### src/rtl/lc4_mul_iter.sv
// rtl/lc4_mul_iter.sv - iterative unsigned shift-add multiplier, one multiplier bit per cycle
module lc4_mul_iter #(
   parameter int WIDTH = 16,
   parameter int CNT_W = 5
) (
   input  logic             clk,
   input  logic             rst_n,
   input  logic             i_valid,
   output logic             o_ready,
   input  logic [WIDTH-1:0] i_multiplicand,
   input  logic [WIDTH-1:0] i_multiplier,
   output logic             o_valid,
   input  logic             i_ready,
   output logic [WIDTH-1:0] o_product_lo,
   output logic [WIDTH-1:0] o_product_hi
);

   typedef enum logic [1:0] {
      IDLE = 2'd0,
      BUSY = 2'd1,
      DONE = 2'd2
   } state_t;

   localparam logic [CNT_W-1:0] LAST_CNT = CNT_W'(WIDTH - 1);

   state_t             state, state_nx;
   logic [WIDTH-1:0]   mcand;
   logic [WIDTH-1:0]   mplier;
   logic [CNT_W-1:0]   cnt;
   logic [2*WIDTH-1:0] acc;
   logic [2*WIDTH-1:0] addend;
   logic               accept;

   assign accept = i_valid && (state == IDLE);

   // Partial product is widened before shifting so no high bits are lost.
   always_comb begin
      addend = '0;
      if (mplier[0])
         addend = {{WIDTH{1'b0}}, mcand} << cnt;
   end

   always_comb begin
      state_nx = state;
      case (state)
         IDLE:    if (i_valid) state_nx = BUSY;
         BUSY:    if (cnt == LAST_CNT) state_nx = DONE;
         DONE:    if (i_ready) state_nx = IDLE;
         default: state_nx = IDLE;
      endcase
   end

   always_ff @(posedge clk or negedge rst_n) begin
      if (!rst_n) begin
         state  <= IDLE;
         mcand  <= '0;
         mplier <= '0;
         cnt    <= '0;
         acc    <= '0;
      end else begin
         state <= state_nx;
         if (accept) begin
            mcand  <= i_multiplicand;
            mplier <= i_multiplier;
            cnt    <= '0;
            acc    <= '0;
         end else if (state == BUSY) begin
            acc    <= acc + addend;
            mplier <= mplier >> 1;
            cnt    <= cnt + 1'b1;
         end
      end
   end

   // Product outputs track acc directly: partial in BUSY, held in DONE and IDLE.
   assign o_ready      = (state == IDLE);
   assign o_valid      = (state == DONE);
   assign o_product_lo = acc[WIDTH-1:0];
   assign o_product_hi = acc[2*WIDTH-1:WIDTH];

endmodule

### config.mk
export PLATFORM = sky130hd
export DESIGN_NAME = lc4_mul_iter
export DESIGN_NICKNAME = d
export VERILOG_FILES = /design/src/rtl/lc4_mul_iter.sv
export SDC_FILE = /design/constraint.sdc
export NUM_CORES = 1
export LEC_CHECK = 0
export ABC_AREA = 1
export CORE_ASPECT_RATIO = 0.9
export CORE_MARGIN = 2
export CORE_UTILIZATION = 35
export CTS_BUF_LIST = sky130_fd_sc_hd__clkbuf_4 sky130_fd_sc_hd__clkbuf_8
export DETAILED_ROUTE_END_ITERATION = 8
export MAX_ROUTING_LAYER = met4
export PLACE_DENSITY = 0.56
export REMOVE_ABC_BUFFERS = 1
export SLEW_MARGIN = 20
export SYNTH_ARGS = -nofsm -noshare
export SYNTH_HDL_FRONTEND = slang
export SYNTH_SLANG_ARGS = --single-unit
### constraint.sdc
create_clock -name clk -period 2.57 [get_ports clk]
set_input_delay 0.257 -clock clk [delete_from_list [all_inputs] [get_ports clk]]
set_output_delay 0.257 -clock clk [all_outputs]
set_load 0.005 [all_outputs]
# Yosys cells after proc, flatten, opt, wreduce, memory -nomap -nowiden
# Cells that the tools add are included.
# word_totals
wordCells	29
rom_bits	0
register_bits	71
n_memories	0
mem_bits_rw	0
latch_bits	0
# classes
n_addsub	2
reduce_logical	4
n_mul	0
div	0
order_cmp	0
shift	1
muxes	11
eq_ne	6
bitwise_logic	0
# op_table
operator	n
$mux W32	3
$add A32 B32 Y32	1
$mux W16	2
$shl A16 B5 Y32	1
$mux W5	2
$mux W2	3
$pmux W2 S3	1
$add A5 B1 Y5 const B	1
$eq A5 B4 Y1 const B	1
$ne A2 B2 Y1 const B	2
$reduce_and A3 Y1	1
$eq A2 B1 Y1 const B	1
$eq A2 B2 Y1 const B	1
$logic_not A2 Y1	1
$ne A2 B1 Y1 const B	1
$reduce_bool A2 Y1	1
$logic_and A1 B1 Y1	1

# Longest topological paths before layout
# depth
depth_word	5
mapped_depth	26
ltp_nobuf	24

# Worst setup path after synthesis
# No wires, ideal clock.
# synth_timing
path_type	register to register
startpoint	reg cnt[1]
endpoint	reg acc[30]
stages_incl_launch_ff	19
required_time_ps	2453
t_arrival_ps	2463
setup_slack_ps	-10
path_cell_list	dfrtp_1 buf_4 inv_4 buf_4 nand3_1 a31oi_1 nand2_1 o21ai_1 o22ai_1 ha_1 inv_1 nor3_1 nand2_1 nor4_1 nand2_1 nand2_1 nand2_1 nand3_1 nand2_1
# synth_between
elab_chain_len	5
# synth_rtl
element	line	rtl
start, declared	29	logic [CNT_W-1:0] cnt;
start signal, assigned	70	cnt <= cnt + 1'b1;
$shl A16 B5 Y32	40	addend = {{WIDTH{1'b0}}, mcand} << cnt;
$mux W32	39	if (mplier[0])
$add A32 B32 Y32	68	acc <= acc + addend;
$mux W32	67	end else if (state == BUSY) begin
$mux W32	62	if (accept) begin
end signal, assigned	68	
end, declared	30	logic [2*WIDTH-1:0] acc;
# No other way between the ends. The select of a mux whose other input is x is not followed.
# A chain may end at the register's enable or synchronous reset.

# Worst setup path after layout
# layout_timing
startpoint	reg cnt[0]
endpoint	reg acc[31]
# Same word-level chain as after synthesis.

==> flow_summary.toml <==
[run_status]
status = "finished, violations left"
violations = "setup timing"

[synth]
yosysTopAreaCellShare = 0.2984
synth_edf_count = 0
synth_seq_cells = 71
synth_flop_cell = "dfrtp_1"
yosysTopAreaCell = "dfrtp_1"
synth_area_um2 = 5953
async_flop_share = 1.000
yosys_warnings = 0
avgSynthCellArea_um2 = 6.408
yosysUniqueCellTypes = 51
syn_inst = 929
synth-seq-area-share = 0.2984
synthTopCellsByArea = "dfrtp_1 (30%), nand2_1 (23%), ha_1 (6.9%)"

[floorplanning]
num_rows = 45
ios = 70
die_w_um = 141.5
die-area_um2 = 18070
die_y_um = 127.7
core_area_um2 = 16780
initial_core_util = 0.3548

[grt]
grt.total_usage = 0.2377
met3_usage = 0.03810
grt_pass1_wl_um = 32730
busiest_layer = "met2"
grt_max_degree = 37
grt_util_met2 = 0.3484
grt_overflow = 0
grt_pass1_vias = 6338
antenna_found_initial = 0
use_met1 = 0.3430

[power_and_ir_drop]
swShare = 0.4919
internal_power_w = 0.007160
p_comb_frac = 0.771
p_total_w = 0.01409
p_seq_frac = 0.160
p_sw_w = 0.006933
ir_drop_v = 0.0004778
powerDensity_nw_per_um2 = 1532
clock_power_share = 0.069
p_leak_nw = 4.354

[timing]
finalSetupViolations = 27
tightest_slew_ns = 0.6522
tns_ns = -6.206
finalCritPeriodShare = 1.132
grt_setup_unrepaired = "true"
hold_viol = 0
period_minus_slack_ns = 2.910
fin_ws_ns = -0.3403
max_freq_mhz = 343.6
maxSlewViolCount = 0
clock_skew_ns = 0.01284
slew_headroom = 0.5648

[cts]
clkLatencyLatePin_ns = 0.38
cts.clk_slew.worst_paths_ns = 0.09
cts_root_buffer = "clkbuf_8"
clockBufferDepth = 2
tritoncts = "yes"
cts_sinks = 71
cts_max_level = 3
cts-buffers-inserted = 9

[place]
dp_hpwl_um = 15710
post_dp_cell_area_um2 = 7750
io_buffers = 69
globalplace.congestion = 0.9497

[setup_path]
crit_start = "cnt[0]"
reg2reg_depth = 21
crit_end = "acc[31]"
reg2reg_to = "acc[31]"
cp-end-kind = "flop"
crit_arrival_ns = 3.19
worstSetupPathType = "reg -> reg"
cp_max_fo = 8
reg2reg_slack_ns = -0.34
required_ns = 2.85
reg2reg_from = "cnt[0]"
start_kind = "flop"

[finish]
area_growth_pct = 54.50
diodes = 0
nNetsFinal = 1208
nFillCells = 1630
fin_area_um2 = 9198
drive_gt1_frac = 0.3578

[worst_hold_path]
min_path_type = "in -> async"

[detailed_routing]
drtAntennaViolNets = 0
vias = 6760
via_per_inst = 4.993
postRouteWirelength_um = 21030
wl_per_cell_um = 15.53
drc = 0
drtIter0Drc = 478
firstDrtPassIters = 6

[flow_run]
cap_violations = 0
==> what timing repair did <==
action                                  4_1_cts  5_1_grt
endpoints found under the setup margin       29       30
endpoints found under the hold margin        34        0
gates resized for setup                     111      152
cloned                                        2        0
hold buffers                                  1        0
pin swaps                                    26       68
setup buffers                                12       12
==> worst max-delay path, cell delays in order (launching register included) <==
cell and delay [ns]:
dfrtp_2 0.50, clkinv_4 0.14, buf_4 0.16, nand2_2 0.06, nand3_2 0.06, o21ai_2 0.08, nor2_2 0.06, a31oi_4 0.19
nand2_1 0.09, o21ai_2 0.08, buf_4 0.14, o21ai_2 0.07, ha_1 0.30, inv_1 0.07, nor3_2 0.17, inv_1 0.10
nor2_1 0.13, a21oi_2 0.07, nand2_1 0.09, nand3_1 0.09, nand3_1 0.09, nand2_1 0.05
==> synth_stat cells, types with 3 or more instances <==
| library cell | number |
|---|---|
| or2_1 | 3 |
| nand2_1 | 357 |
| o21ai_0 | 34 |
| o31ai_1 | 3 |
| nor2_2 | 4 |
| o21a_1 | 4 |
| nand3_1 | 73 |
| o21bai_1 | 6 |
| nor3_1 | 10 |
| nor2_1 | 75 |
| nand4_1 | 6 |
| nand2_2 | 11 |
| ha_1 | 33 |
| o22ai_1 | 8 |
| inv_1 | 83 |
| nand3_2 | 7 |
| clkbuf_1 | 7 |
| buf_2 | 13 |
| a21oi_1 | 49 |
| o21ai_2 | 6 |
| buf_4 | 3 |
| o21ai_1 | 17 |
| buf_1 | 4 |
| inv_2 | 3 |
| dfrtp_1 | 71 |
| a22oi_1 | 3 |
==> per-layer routing <==
layer	wire length (µm)	vias to the layer above
li1	-	3465
met1	10540	3106
met2	9272	172
met3	977	17
met4	237	0
met5	0	-
==> cells in the final DEF (no fill, tap or decap), drive strengths merged, types with 8 or more instances in the layout <==
cell             n
nand2          368
buf            158
inv             89
nand3           80
nor2            80
dfrtp           71
clkdlybuf4s50   68
o21ai           57
a21oi           51
ha              33
clkbuf          10
nor3            10
o22ai            8
==> area by class of cell <==
type | count | area (µm²) | share of cell area
timing repair inverter | 1 | 6.256 | 0.0006802
sequential | 71 | 1778 | 0.1933
tap | 211 | 264.0 | 0.02870
inverter | 88 | 337.8 | 0.03673
clock buffer | 10 | 137.6 | 0.01496
timing repair buffer | 227 | 1924 | 0.2092
multi-input combinational | 740 | 4682 | 0.5090
clock inverter | 6 | 67.56 | 0.007346
==> flip-flops by register name, indices dropped and copies added, names as in the netlist <==
register / cells
mplier: 16
state: 2
mcand: 16
cnt: 5
acc: 32
==> logic make-up after synthesis <==
group,Yosys count,share of synthesized area
mux,2,0.003363
fa+ha+maj,34,0.07272
buf+inv,118,0.08554
flops,71,0.2984
xor+xnor,2,0.002943
simple gates,555,0.3897
compound gates,147,0.1473
==> how the worst min path moves through the flow <==
stage	from	end	slack (ns)	cells past startpoint
2_1_floorplan	rst_n	acc[0]	-0.04	0
5_1_grt	i_multiplicand[8]	mcand[8]	0.40	3
4_1_cts	rst_n	state[0]	0.38	2
3_3_place_gp	rst_n	mcand[1]	0.25	1
6_report	rst_n	cnt[2]	0.37	2
3_5_place_dp	rst_n	mcand[1]	0.25	1
==> power by group through the flow <==
| stage | Combinational [W] | Clock [W] | Sequential [W] |
|---|---|---|---|
| 2_1_floorplan | 0.00443 | 0 | 0.00215 |
| 3_3_place_gp | 0.00825 | 0 | 0.00217 |
| 3_5_place_dp | 0.00828 | 0 | 0.00217 |
| 4_1_cts | 0.00929 | 0.00101 | 0.00217 |
| 5_1_grt | 0.0118 | 0.00105 | 0.00233 |
| 6_report | 0.0109 | 0.000978 | 0.00225 |
==> per-stage QoR <==
step	utilization	cells	setup slack [ns]	hold WS, ns
2_1_floorplan	-	899	-0.2317	-0.03859
3_5_place_dp	0.4619	1311	-0.5806	0.2522
4_1_cts	0.5030	1342	-0.3275	0.3774
5_1_grt	0.5482	1354	-0.5354	0.4042
6_report	0.5482	1354	-0.3403	0.3709
3_3_place_gp	0.4619	1311	-0.5639	0.2466
Power figures use the tool's default switching activity.
